File: src/rtl/fetch_unit.sv
// fetch_unit: instruction fetch stage with a single-outstanding-request memory
// port and a 2-entry {instr, pc} FIFO towards decode.
//
// Ports:
//   clk, reset       sole clock; asynchronous active-high reset
//   imem_req         request outstanding (high whenever the FSM is not idle)
//   imem_addr        word-aligned fetch address, held while imem_req is high
//   imem_ack         memory completes the current request this cycle
//   imem_rdata       instruction word, valid with imem_ack
//   instr_valid      FIFO head holds an instruction
//   instr_ready      decode accepts the head this cycle
//   instr, instr_pc  FIFO head word and its address (zero when empty)
//   opcode           instr[31:26]
//   branch_taken/branch_target, jump/jump_target
//                    redirect requests from execute; jump wins when both set
module fetch_unit #(
  parameter logic [31:0] RESET_PC = 32'h0000_0000
) (
  input  logic        clk,
  input  logic        reset,
  output logic        imem_req,
  output logic [31:0] imem_addr,
  input  logic        imem_ack,
  input  logic [31:0] imem_rdata,
  output logic        instr_valid,
  input  logic        instr_ready,
  output logic [31:0] instr,
  output logic [31:0] instr_pc,
  output logic [5:0]  opcode,
  input  logic        branch_taken,
  input  logic [31:0] branch_target,
  input  logic        jump,
  input  logic [31:0] jump_target
);

  // StReqDiscard: a redirect arrived while a request was in flight; the
  // address must stay stable until the memory acks, and that data is dropped.
  typedef enum logic [1:0] {StIdle, StReq, StReqDiscard} state_e;

  state_e      state_q;
  logic        imem_req_q;
  logic [31:0] next_pc_q;
  logic [31:0] fetch_addr_q;
  logic [1:0]  count_q;
  logic [31:0] head_instr_q, head_pc_q;
  logic [31:0] tail_instr_q, tail_pc_q;

  logic        redirect;
  logic [31:0] redirect_target;
  logic        push;
  logic        pop;
  logic [1:0]  count_next;
  logic        wr_head;

  always_comb begin
    redirect        = jump | branch_taken;
    redirect_target = (jump ? jump_target : branch_target) & 32'hFFFF_FFFC;
    instr_valid     = (count_q != 2'd0);
    pop             = instr_valid & instr_ready;
    // A redirect kills the returning word even when it is acked this cycle.
    push            = (state_q == StReq) & imem_ack & ~redirect;

    count_next = count_q;
    if (redirect) begin
      count_next = 2'd0;
    end else if (push && !pop) begin
      count_next = count_q + 2'd1;
    end else if (pop && !push) begin
      count_next = count_q - 2'd1;
    end

    // Write slot after the (optional) pop has shifted the tail into the head.
    wr_head = pop ? (count_q == 2'd1) : (count_q == 2'd0);
  end

  always_ff @(posedge clk or posedge reset) begin
    if (reset) begin
      state_q      <= StIdle;
      imem_req_q   <= 1'b0;
      next_pc_q    <= RESET_PC;
      fetch_addr_q <= RESET_PC;
      count_q      <= 2'd0;
      head_instr_q <= 32'h0;
      head_pc_q    <= 32'h0;
      tail_instr_q <= 32'h0;
      tail_pc_q    <= 32'h0;
    end else begin
      count_q <= count_next;

      if (pop) begin
        head_instr_q <= tail_instr_q;
        head_pc_q    <= tail_pc_q;
      end
      if (push) begin
        if (wr_head) begin
          head_instr_q <= imem_rdata;
          head_pc_q    <= fetch_addr_q;
        end else begin
          tail_instr_q <= imem_rdata;
          tail_pc_q    <= fetch_addr_q;
        end
      end

      unique case (state_q)
        StIdle: begin
          if (redirect) begin
            state_q      <= StReq;
            imem_req_q   <= 1'b1;
            fetch_addr_q <= redirect_target;
            next_pc_q    <= redirect_target;
          end else if (count_q < 2'd2) begin
            state_q      <= StReq;
            imem_req_q   <= 1'b1;
            fetch_addr_q <= next_pc_q;
          end
        end

        StReq: begin
          if (imem_ack && !redirect) begin
            next_pc_q <= fetch_addr_q + 32'd4;
            if (count_next < 2'd2) begin
              fetch_addr_q <= fetch_addr_q + 32'd4;
            end else begin
              state_q    <= StIdle;
              imem_req_q <= 1'b0;
            end
          end else if (redirect && !imem_ack) begin
            // Request still in flight: keep the address, remember the target.
            state_q   <= StReqDiscard;
            next_pc_q <= redirect_target;
          end else if (redirect && imem_ack) begin
            fetch_addr_q <= redirect_target;
            next_pc_q    <= redirect_target;
          end
        end

        StReqDiscard: begin
          if (imem_ack) begin
            state_q <= StReq;
            if (redirect) begin
              fetch_addr_q <= redirect_target;
              next_pc_q    <= redirect_target;
            end else begin
              fetch_addr_q <= next_pc_q;
            end
          end else if (redirect) begin
            next_pc_q <= redirect_target;
          end
        end

        default: begin
          state_q    <= StIdle;
          imem_req_q <= 1'b0;
        end
      endcase
    end
  end

  always_comb begin
    imem_req  = imem_req_q;
    imem_addr = fetch_addr_q;
    instr     = instr_valid ? head_instr_q : 32'h0;
    instr_pc  = instr_valid ? head_pc_q : 32'h0;
    opcode    = instr[31:26];
  end

endmodule

File: config.mk
export PLATFORM = sky130hd
export DESIGN_NAME = fetch_unit
export DESIGN_NICKNAME = d
export VERILOG_FILES = /design/src/rtl/fetch_unit.sv
export SDC_FILE = /design/constraint.sdc
export NUM_CORES = 1
export LEC_CHECK = 0
export ABC_CLOCK_PERIOD_IN_PS = 11710
export CAP_MARGIN = 0
export CORE_MARGIN = 1
export CORE_UTILIZATION = 65
export CTS_BUF_LIST = sky130_fd_sc_hd__clkbuf_4 sky130_fd_sc_hd__clkbuf_8
export DETAILED_ROUTE_END_ITERATION = 10
export DONT_BUFFER_PORTS = 1
export GPL_TIMING_DRIVEN = 0
export HOLD_SLACK_MARGIN = 0.05
export PLACE_DENSITY = 0.89
export SYNTH_ARGS = -nofsm -noshare
export SYNTH_HDL_FRONTEND = slang
export SYNTH_SLANG_ARGS = --single-unit
File: constraint.sdc
create_clock -name clk -period 11.71 [get_ports clk]
set_clock_uncertainty 0.15 [all_clocks]
set_input_delay 2.342 -clock clk [delete_from_list [all_inputs] [get_ports clk]]
set_output_delay 2.342 -clock clk [all_outputs]
set_load 0.05 [all_outputs]
# After elaboration in Yosys (flattened, before gate mapping)
# Index checks and enable logic that the tools add are counted.
dict set report totals {
  reg_bits 197
  wordCells 91
  out_inout_bits 104
}
dict set report op_classes {
  order_cmp 2
  bitwise_logic 7
  add_sub_neg 3
  mux 37
  eq_ne 13
  reduce_logical 20
}
# op count
set ops {}
lappend ops {{$mux W32} 19}
lappend ops {{$pmux W32 S3} 1}
lappend ops {{$pmux W32 S2} 1}
lappend ops {{$add A32 B3 Y32 const B} 1}
lappend ops {{$mux W2} 9}
lappend ops {{$ne A3 B3 Y1 const B} 3}
lappend ops {{$reduce_and A4 Y1} 2}
lappend ops {{$ne A3 B1 Y1 const B} 2}
lappend ops {{$pmux W2 S3} 1}
lappend ops {{$reduce_and A6 Y1} 1}
lappend ops {{$logic_and A1 B1 Y1} 5}
lappend ops {{$mux W1} 5}
lappend ops {{$eq A2 B1 Y1 const B} 2}
lappend ops {{$logic_not A1 Y1} 4}
lappend ops {{$logic_not A2 Y1} 2}
lappend ops {{$lt A2 B2 Y1 const B} 2}
lappend ops {{$ne A2 B2 Y1 const B} 2}
lappend ops {{$ne A4 B1 Y1 const B} 1}
lappend ops {{$reduce_and A2 Y1} 2}
lappend ops {{$reduce_bool A2 Y1} 2}
lappend ops {{$and A1 B1 Y1} 3}
lappend ops {{$ne A3 B2 Y1 const B} 1}
lappend ops {{$not A1 Y1} 3}
lappend ops {{$pmux W1 S3} 1}
lappend ops {{other kinds (7)} 7}

# Longest topological paths before layout
# Gate-level depths: netlist of the first run.
dict set report logic_depth {
  word_depth 12
  mapped_depth 10
}

# Worst setup path after synthesis of the first run
# OpenSTA, ideal clock, no wires.
dict set report synth_path {
  path_kind {reg2out}
  from {reg count_q[0]}
  to {out opcode[0]}
  arrival_ns 2.101
  slack_ns 7.117
  required_time_ns 9.218
  stages_incl_launch_ff 7
  path_cell_list {dfrtp_1 -> inv_1 -> ha_1 -> clkbuf_1 -> clkbuf_1 -> nor2b_1 -> buf_4}
}
dict set report synth_via {
  elab_chain_cells 2
}
# element line_no
set synth_lines {}
lappend synth_lines {{start: declaration} 44} ;# logic [1:0] count_q;
lappend synth_lines {{start signal: assignment} 88} ;# count_q <= count_next;
lappend synth_lines {{$reduce_bool A2 Y1} 58} ;# instr_valid = (count_q != 2'd0);
lappend synth_lines {{$mux W32} 162} ;# instr = instr_valid ? head_instr_q : 32'h0;
lappend synth_lines {{end: declaration} 29} ;# output logic [5:0] opcode,
# No other way between the ends.

# Worst setup path after layout of the first run
dict set report layout_path {
  from {reg count_q[1]}
  to {out opcode[3]}
}
# The elaborated chain is that of the path after synthesis.

==> qor.csv, run 1 <==
metric;value;unit
Tmin final;5.54;ns
final net count;1251;
final wirelength;29000;um
Ant. Diodes;0;
row cnt;46;
clock sinks;197;
most common cell after layout, fill and taps aside;dfrtp_1;
Clock Tree Buf Depth;2;
commonest cells after routing, fill and taps aside;197 x dfrtp_1, 125 x o21ai_0, 117 x nand2_1;
Worst Setup End Kind;output pin;
post-cts resize count;0;
Slew headroom;0.271;
core area;0.0161;mm^2
Final setup viols;0;
CP peak stage delay;0.86;ns
NetSw;0.00112;W
# H-tree levels;4;
register area share after synthesis;0.455;
drt first-iter violations;978;
total CTS buffers;17;
total vias in the final route;8957;
RD Place Congestion;0.941;
maxcap violations;0;
WHS;0.343;ns
crit share post-route;0.473;
first-pass GRT wire length;45000;um
drt pass-1 iters;6;
vias in the first global route;8660;
CTS tree;yes;
Root Driver;clkbuf_8;
setup TNS;0;ns
worst path buffer plus inverter count;4;
leak pwr;5.35;nW
Via density;6.51;
post-DP HPWL;21000;um
Fin. Hold Viols;0;
port bufs;0;
Mapped Nets;1231;
Max rail drop VDD;0.000125;V
met1 GRT Util;0.457;
Setup Fix Bufs, Post-CTS;0;
area growth from synthesis to layout;6.31;%
largest net degree at the start of global routing;109;
critical-path maximum fanout;10;
Worst Path Arrival;3.05;ns
clock network fraction of total power;0.169;
hold crit path type;register to register;
Power Density;220;mW/mm^2
sw frac;0.441;
Synth cell types;59;
Die X;131;um
Required @ worst endpoint;9.22;ns
Main synth FF type;dfrtp_1;
CP most frequent cell;clkbuf_1;
combinational power share;0.321;
grt total ovfl;0;
fmax;180;MHz
IO Pins;206;
outcome;finished, final reports clean;
syn_area_per_cell;9.62;um^2
die area;0.0172;mm^2
placed instance area;0.0111;mm^2
startpoint types;register;
crit-path cells;inv_1 > ha_1 > clkbuf_1 > clkbuf_1 > nor2b_1 > buf_4;
P_int;0.00142;W
ANT nets after route;0;
layout cells sized above 1;0.144;
EDFF count, synth;0;
# hold bufs at CTS;0;
crit path kind;register to output pin;
worst slew pin tran;1.09;ns
Async SR Flop Fraction;1.00;
met2 usage;0.546;
Chip Height;131;um
Total GRT Usage;0.346;
Worst-Skew Late Latency;0.48;ns
post-synthesis instance total;1126;
Tot Pwr;0.00253;W
Critical Path Slowest Stage Cell;nor2b_1;
Top Usage Layer GRT;met2;
RSZ-0062 raised after global routing;no;
cell class contributing the biggest share of worst-path delay;buffers and inverters;
DR WL/cell;21.1;um
sequential fraction of design power;0.511;
post-synthesis register bit count;197;
Clock transition at path regs;0.09;ns
Max Slew Vio Count;0;
initial antenna violation count;0;
design area;0.0115;mm^2
Yosys warning total;0;
DRC Markers;0;
Starting Density;0.675;
final core occ;0.717;
met3 Usage GRT;0.0881;
post-synthesis cell area;0.0108;mm^2
==> routing by layer <==
| metal | vias up | wire length (um) |
|---|---|---|
| met5 | - | 0 |
| met4 | 0 | 823 |
| met3 | 72 | 3210 |
| met2 | 575 | 13400 |
| met1 | 4336 | 11600 |
| li1 | 3974 | - |
==> sequential cells by signal, summed over array words and instances (netlist names) <==
register and cells:
state_q 2, head_instr_q 32, imem_addr 32, head_pc_q 32
next_pc_q 32, tail_instr_q 32, imem_req 1, tail_pc_q 32
count_q 2
==> stage by stage <==
step	cells	setup WS [ns]
3_3_place_gp	1342	1.72
6_report	1375	6.17
2_1_floorplan	1126	3.85
5_1_grt	1375	6.00
4_1_cts	1375	6.14
3_5_place_dp	1343	6.66
==> worst reg2reg max path, stage by stage, from the launching register on <==
cell       delay [ns]
dfrtp_1          0.80
ha_1             0.35
nand2_1          0.10
nor2_1           0.41
nand2_1          0.29
nor2_1           0.32
o21ai_0          0.14
o2bb2ai_1        0.17
==> cell type report <==
type	instances	area, um^2
multi-input cells	816	5350
flip-flops and latches	197	4930
fillers	1183	4540
plain buffers	96	490
clock buffers	22	278
well taps	216	270
clock inverters	10	100
inverters	17	71.3
repair buffers	1	27.5
==> cell usage after synthesis (3+ instances only) <==
cell	count	area, um^2
buf_6	3	33.8
a221oi_1	21	184
and4_1	3	26.3
a21oi_1	48	240
ha_1	3	37.5
o21a_1	4	30.0
a221o_1	6	60.1
dfrtp_1	197	4930
xor2_1	9	78.8
nand2b_1	5	31.3
inv_1	17	63.8
nor3_1	14	70.1
o22ai_1	15	93.8
a22oi_1	3	22.5
nand4_1	7	43.8
buf_1	4	15.0
and3_1	5	31.3
nand2_1	117	439
o211ai_1	3	22.5
a2bb2oi_1	3	26.3
clkbuf_1	40	150
o21ai_1	5	25.0
and2_1	4	25.0
o2bb2ai_1	10	87.6
o221ai_1	9	78.8
mux2i_1	99	991
o21ai_0	125	626
a211oi_1	6	45.0
mux2_2	67	754
nand3_1	11	55.1
nor2b_1	70	438
nor2_1	96	360
buf_2	39	195
xnor2_1	21	184
buf_4	7	52.6
==> path summary, 6_finish.rpt <==
path	from	to	slack, ns	cells after the start
min in group asynchronous	reset	head_instr_q[20]	1.67	1
min	next_pc_q[9]	next_pc_q[9]	0.34	2
max reg2reg	imem_addr[2]	imem_addr[20]	8.86	7
min reg2reg	next_pc_q[9]	next_pc_q[9]	0.34	2
max	count_q[1]	opcode[3]	6.17	6
max in group asynchronous	reset	next_pc_q[9]	8.79	2
==> kinds of logic after synthesis <==
group	synth area share
adder cells (fa/ha/maj)	0.00347
AND/OR/NAND/NOR	0.153
XOR/XNOR	0.0243
AO/OA/AOI/OAI	0.152
flip-flops	0.455
buffers and inverters	0.0512
multiplexers	0.161
==> power by group through the flow <==
| stage | clock network (W) | registers [W] | logic [W] |
|---|---|---|---|
| final | 0.000428 | 0.00129 | 0.000813 |
| after global routing | 0.000455 | 0.00132 | 0.000889 |
| after CTS | 0.000431 | 0.00129 | 0.000797 |
| after detailed placement | 0 | 0.00130 | 0.000790 |
| after global placement | 0 | 0.00129 | 0.000753 |
| after floorplan | 0 | 0.00122 | 0.000614 |
Note: power is estimated with default switching activity, not from simulation.
==> inputs of run 2 (changes only) <==
==> config.mk (replaced) <==
export PLATFORM = sky130hd
export DESIGN_NAME = fetch_unit
export DESIGN_NICKNAME = d
export VERILOG_FILES = /design/src/rtl/fetch_unit.sv
export SDC_FILE = /design/constraint.sdc
export NUM_CORES = 1
export LEC_CHECK = 0
export ABC_CLOCK_PERIOD_IN_PS = 4600
export CAP_MARGIN = 0
export CORE_MARGIN = 1
export CORE_UTILIZATION = 60
export CTS_BUF_LIST = sky130_fd_sc_hd__clkbuf_4 sky130_fd_sc_hd__clkbuf_8
export DETAILED_ROUTE_END_ITERATION = 10
export DONT_BUFFER_PORTS = 1
export GPL_TIMING_DRIVEN = 0
export HOLD_SLACK_MARGIN = 0.05
export PLACE_DENSITY = 0.87
export SYNTH_ARGS = -nofsm -noshare
export SYNTH_HDL_FRONTEND = slang
export SYNTH_SLANG_ARGS = --single-unit
==> constraint.sdc (replaced) <==
create_clock -name clk -period 4.6 [get_ports clk]
set_clock_uncertainty 0.15 [all_clocks]
set_input_delay 0.92 -clock clk [delete_from_list [all_inputs] [get_ports clk]]
set_output_delay 0.92 -clock clk [all_outputs]
set_load 0.05 [all_outputs]
==> qor.csv, run 2 (synthesis gave the netlist of run 1 again) <==
metric;value;unit
combinational power share;0.313;
Via density;6.34;
RD Place Congestion;0.936;
hold crit path type;input port to asynchronous set/reset pin;
leak pwr;5.41;nW
core area;0.0175;mm^2
# H-tree levels;4;
largest net degree at the start of global routing;44;
DRC Markers;0;
Setup Fix Bufs, Post-CTS;0;
maxcap violations;0;
Ant. Diodes;0;
crit path kind;register to output pin;
Slew headroom;0.269;
layout cells sized above 1;0.146;
Clock Tree Buf Depth;2;
die area;0.0186;mm^2
commonest cells after routing, fill and taps aside;197 x dfrtp_1, 125 x o21ai_0, 117 x nand2_1;
area growth from synthesis to layout;7.50;%
crit path from;count_q[1];
first-pass GRT wire length;45600;um
reg2reg path depth;7;
placed instance area;0.0112;mm^2
DR WL/cell;21.2;um
CP most frequent cell;clkbuf_1;
Setup WS post-layout;0.448;ns
grt total ovfl;0;
critical path depth;6;
Tmin final;4.15;ns
clock network fraction of total power;0.186;
Chip Height;136;um
P_int;0.00366;W
final net count;1254;
drt first-iter violations;1020;
Die X;136;um
design area;0.0116;mm^2
port bufs;0;
Top Metal Used;met4;
# hold bufs at CTS;0;
Worst-Skew Late Latency;0.48;ns
Required @ worst endpoint;3.53;ns
post-DP HPWL;21500;um
RSZ-0062 raised after global routing;no;
Max Slew Vio Count;0;
total CTS buffers;17;
initial antenna violation count;0;
CP peak stage delay;0.87;ns
WL met1;11800;um
sw frac;0.443;
most common cell after layout, fill and taps aside;dfrtp_1;
Critical Path Slowest Stage Cell;nor2b_1;
Root Driver;clkbuf_8;
startpoint types;register;
final wirelength;29400;um
vias in the first global route;8409;
crit-path cells;inv_1 > ha_1 > clkbuf_1 > clkbuf_1 > nor2b_1 > buf_4;
Fin. Hold Viols;0;
Met3 Wirelength;3250;um
Clock transition at path regs;0.12;ns
row cnt;48;
worst slew pin tran;1.09;ns
Power Density;565;mW/mm^2
placement-stage worst setup slack;0.996;ns
Final setup viols;0;
R2R Path Start;imem_addr[2];
total vias in the final route;8795;
worst path buffer plus inverter count;4;
fillers;1358;
drt pass-1 iters;6;
crit share post-route;0.903;
sequential fraction of design power;0.502;
Total GRT Usage;0.323;
Worst Setup End Kind;output pin;
cell class contributing the biggest share of worst-path delay;buffers and inverters;
clock sinks;197;
met2 WL;13600;um
post-cts resize count;0;
Starting Density;0.620;
outcome;finished, final reports clean;
fmax;241;MHz
ANT nets after route;0;
critical-path maximum fanout;10;
Max rail drop VDD;0.000349;V
NetSw;0.00291;W
Worst Path Arrival;3.08;ns
IO Pins;206;
CTS tree;yes;
## run 2: cell types whose count changed in the layout (fill, tap and decap cells not counted), sizes merged
cell and delta:
clkbuf -5, buf +3, clkinv +3, clkinvlp -3
inv +4, bufinv +1
## run 2: metal layers
metal / vias to the layer above / GRT usage
li1: 4004 / -
met1: 4177 / 0.435
met2: 548 / 0.507
met3: 66 / 0.0817
met4: 0 / 0.110
met5: - / 0
## run 2: final cells by class
class,instances,area (um^2),share of cell area
Clock buffer,17,234,0.0201
Timing Repair Buffer,4,80.1,0.00688
Sequential cell,197,4930,0.423
Inverter,17,67.6,0.00580
Clock inverter,15,213,0.0183
Tap cell,225,282,0.0242
Multi-Input combinational cell,816,5350,0.459
Buffer,96,490,0.0421
## run 2: path summary, 6_finish.rpt
| check | endpoint | slack (ns) |
|---|---|---|
| worst max-delay path | opcode[4] | 0.45 |
| worst min-delay path | head_instr_q[29] | 0.30 |
| worst max register to register | next_pc_q[16] | 1.78 |
| worst min register to register | next_pc_q[3] | 0.35 |
| max in group asynchronous | next_pc_q[26] | 2.76 |
| min in group clk | next_pc_q[3] | 0.35 |
## run 2: stage by stage
stage,util,std cells,hold slack [ns],setup TNS (ns),total power [W]
after floorplan,-,1126,0.299,0,0.00467
after detailed placement,0.641,1355,0.327,0,0.00533
final,0.666,1387,0.303,0,0.00657
after global routing,0.666,1387,0.343,0,0.00691
after CTS,0.666,1387,0.308,0,0.00654
after global placement,0.636,1351,0.318,-7.83,0.00522
## run 2: power groups by stage
| stage | registers (W) | clock network [W] | logic, W |
|---|---|---|---|
| global route | 0.00335 | 0.00131 | 0.00225 |
| detailed placement | 0.00333 | 0 | 0.00200 |
| global placement | 0.00329 | 0 | 0.00193 |
| floorplan | 0.00311 | 0 | 0.00156 |
| CTS | 0.00329 | 0.00124 | 0.00201 |
| finish | 0.00330 | 0.00122 | 0.00206 |
==> inputs of run 3 (changes only) <==
--- a/config.mk
+++ b/config.mk
@@ -14,7 +14,8 @@
 export DONT_BUFFER_PORTS = 1
 export GPL_TIMING_DRIVEN = 0
 export HOLD_SLACK_MARGIN = 0.05
-export PLACE_DENSITY = 0.87
+export PLACE_DENSITY_LB_ADDON = 0.1
+export RECOVER_POWER = 100
 export SYNTH_ARGS = -nofsm -noshare
 export SYNTH_HDL_FRONTEND = slang
 export SYNTH_SLANG_ARGS = --single-unit
==> qor.csv, run 3 (synthesis gave the netlist of run 1 again) <==
metric;value;unit
Clock Tree Buf Depth;2;
design area;0.0115;mm^2
final net count;1256;
port bufs;0;
layout cells sized above 1;0.120;
Total GRT Usage;0.318;
cell class contributing the biggest share of worst-path delay;buffers and inverters;
DR WL/cell;20.7;um
setup TNS;0;ns
Slew headroom;-0.326;
post-cts resize count;0;
total vias in the final route;8620;
vias in the first global route;8314;
Power Density;560;mW/mm^2
# hold bufs at CTS;0;
Clock transition at path regs;0.11;ns
Final setup viols;0;
Required @ worst endpoint;3.53;ns
crit-path cells;inv_1 > ha_1 > clkbuf_1 > clkbuf_1 > nor2b_1 > clkbuf_2;
RD Place Congestion;0.922;
Placed Cells incl. Taps;1357;
startpoint types;register;
CP most frequent cell;clkbuf_1;
worst slew pin tran;1.99;ns
reg2reg path depth;8;
fmax;237;MHz
failing checks;capacitance limit, slew limit;
fillers;1453;
total CTS buffers;17;
R2R Setup Slk;1.44;ns
Via density;6.21;
# H-tree levels;4;
most common cell after layout, fill and taps aside;dfrtp_1;
Die X;136;um
clock sinks;197;
crit path kind;register to output pin;
largest net degree at the start of global routing;37;
maxcap violations;3;
RSZ-0062 raised after global routing;no;
DRC Markers;0;
Layout Cells excl Fill;1389;
placed instance area;0.0112;mm^2
commonest cells after routing, fill and taps aside;197 x dfrtp_1, 127 x o21ai_0, 118 x nand2_1;
leak pwr;5.30;nW
Fin. Hold Viols;0;
Max rail drop VDD;0.000285;V
Worst-Skew Late Latency;0.48;ns
Chip Height;136;um
post-DP HPWL;21100;um
row cnt;48;
outcome;finished with violations;
first-pass GRT wire length;44900;um
critical path depth;6;
hold crit path type;input port to asynchronous set/reset pin;
grt total ovfl;0;
Worst Setup End Kind;output pin;
initial antenna violation count;0;
Ant. Diodes;0;
register area;0.00493;mm^2
worst path buffer plus inverter count;4;
CP peak stage delay;0.85;ns
Critical Path Slowest Stage Cell;nor2b_1;
crit share post-route;0.918;
final wirelength;28700;um
critical-path maximum fanout;10;
area of the multi-input gates;0.00532;mm^2
Max Slew Vio Count;104;
Starting Density;0.620;
IO Pins;206;
drt first-iter violations;752;
Setup WS post-layout;0.379;ns
Worst Path Arrival;3.15;ns
Tmin final;4.22;ns
placement-stage worst setup slack;0.929;ns
Root Driver;clkbuf_8;
Setup Fix Bufs, Post-CTS;0;
core area;0.0175;mm^2
die area;0.0186;mm^2
ANT nets after route;0;
CTS tree;yes;
area growth from synthesis to layout;5.93;%
drt pass-1 iters;6;
[run 3: metal layers]
| layer | up-vias | global-route usage | share of wire |
|---|---|---|---|
| met4 | 0 | 0.112 | 0.025 |
| met3 | 56 | 0.0679 | 0.086 |
| li1 | 3998 | - | - |
| met5 | - | 0 | 0 |
| met2 | 399 | 0.497 | 0.46 |
| met1 | 4167 | 0.436 | 0.43 |
[run 3: final cells by class]
type / count / share of cell area
clock inverters: 13 / 0.0118
clock buffers: 19 / 0.0228
repair buffers: 6 / 0.00425
plain buffers: 96 / 0.0379
inverters: 17 / 0.00567
well taps: 225 / 0.0245
flip-flops and latches: 197 / 0.430
multi-input cells: 816 / 0.463
[run 3: worst paths after layout]
kind                               startpoint                to
worst max register to register   imem_addr[4]     imem_addr[29]
worst min register to register  tail_pc_q[22]     tail_pc_q[22]
worst max-delay path               count_q[1]         opcode[3]
max in group asynchronous               reset   tail_instr_q[6]
min in group clk                tail_pc_q[22]     tail_pc_q[22]
worst min-delay path                    reset  head_instr_q[30]
[run 3: power by group]
part	internal, W	leakage (nW)	total, W	switching (W)
Sequential	0.00230	2.53	0.00328	0.000979
Clock	0.000474	0.190	0.00113	0.000656
Combinational	0.000819	2.58	0.00202	0.00120
[run 3: stage by stage]
stage | power, W | hold WS [ns] | util
CTS | 0.00644 | 0.151 | 0.666
global placement | 0.00524 | 0.320 | 0.636
finish | 0.00643 | 0.262 | 0.657
global route | 0.00676 | 0.297 | 0.657
detailed placement | 0.00533 | 0.328 | 0.643
floorplan | 0.00467 | 0.299 | -
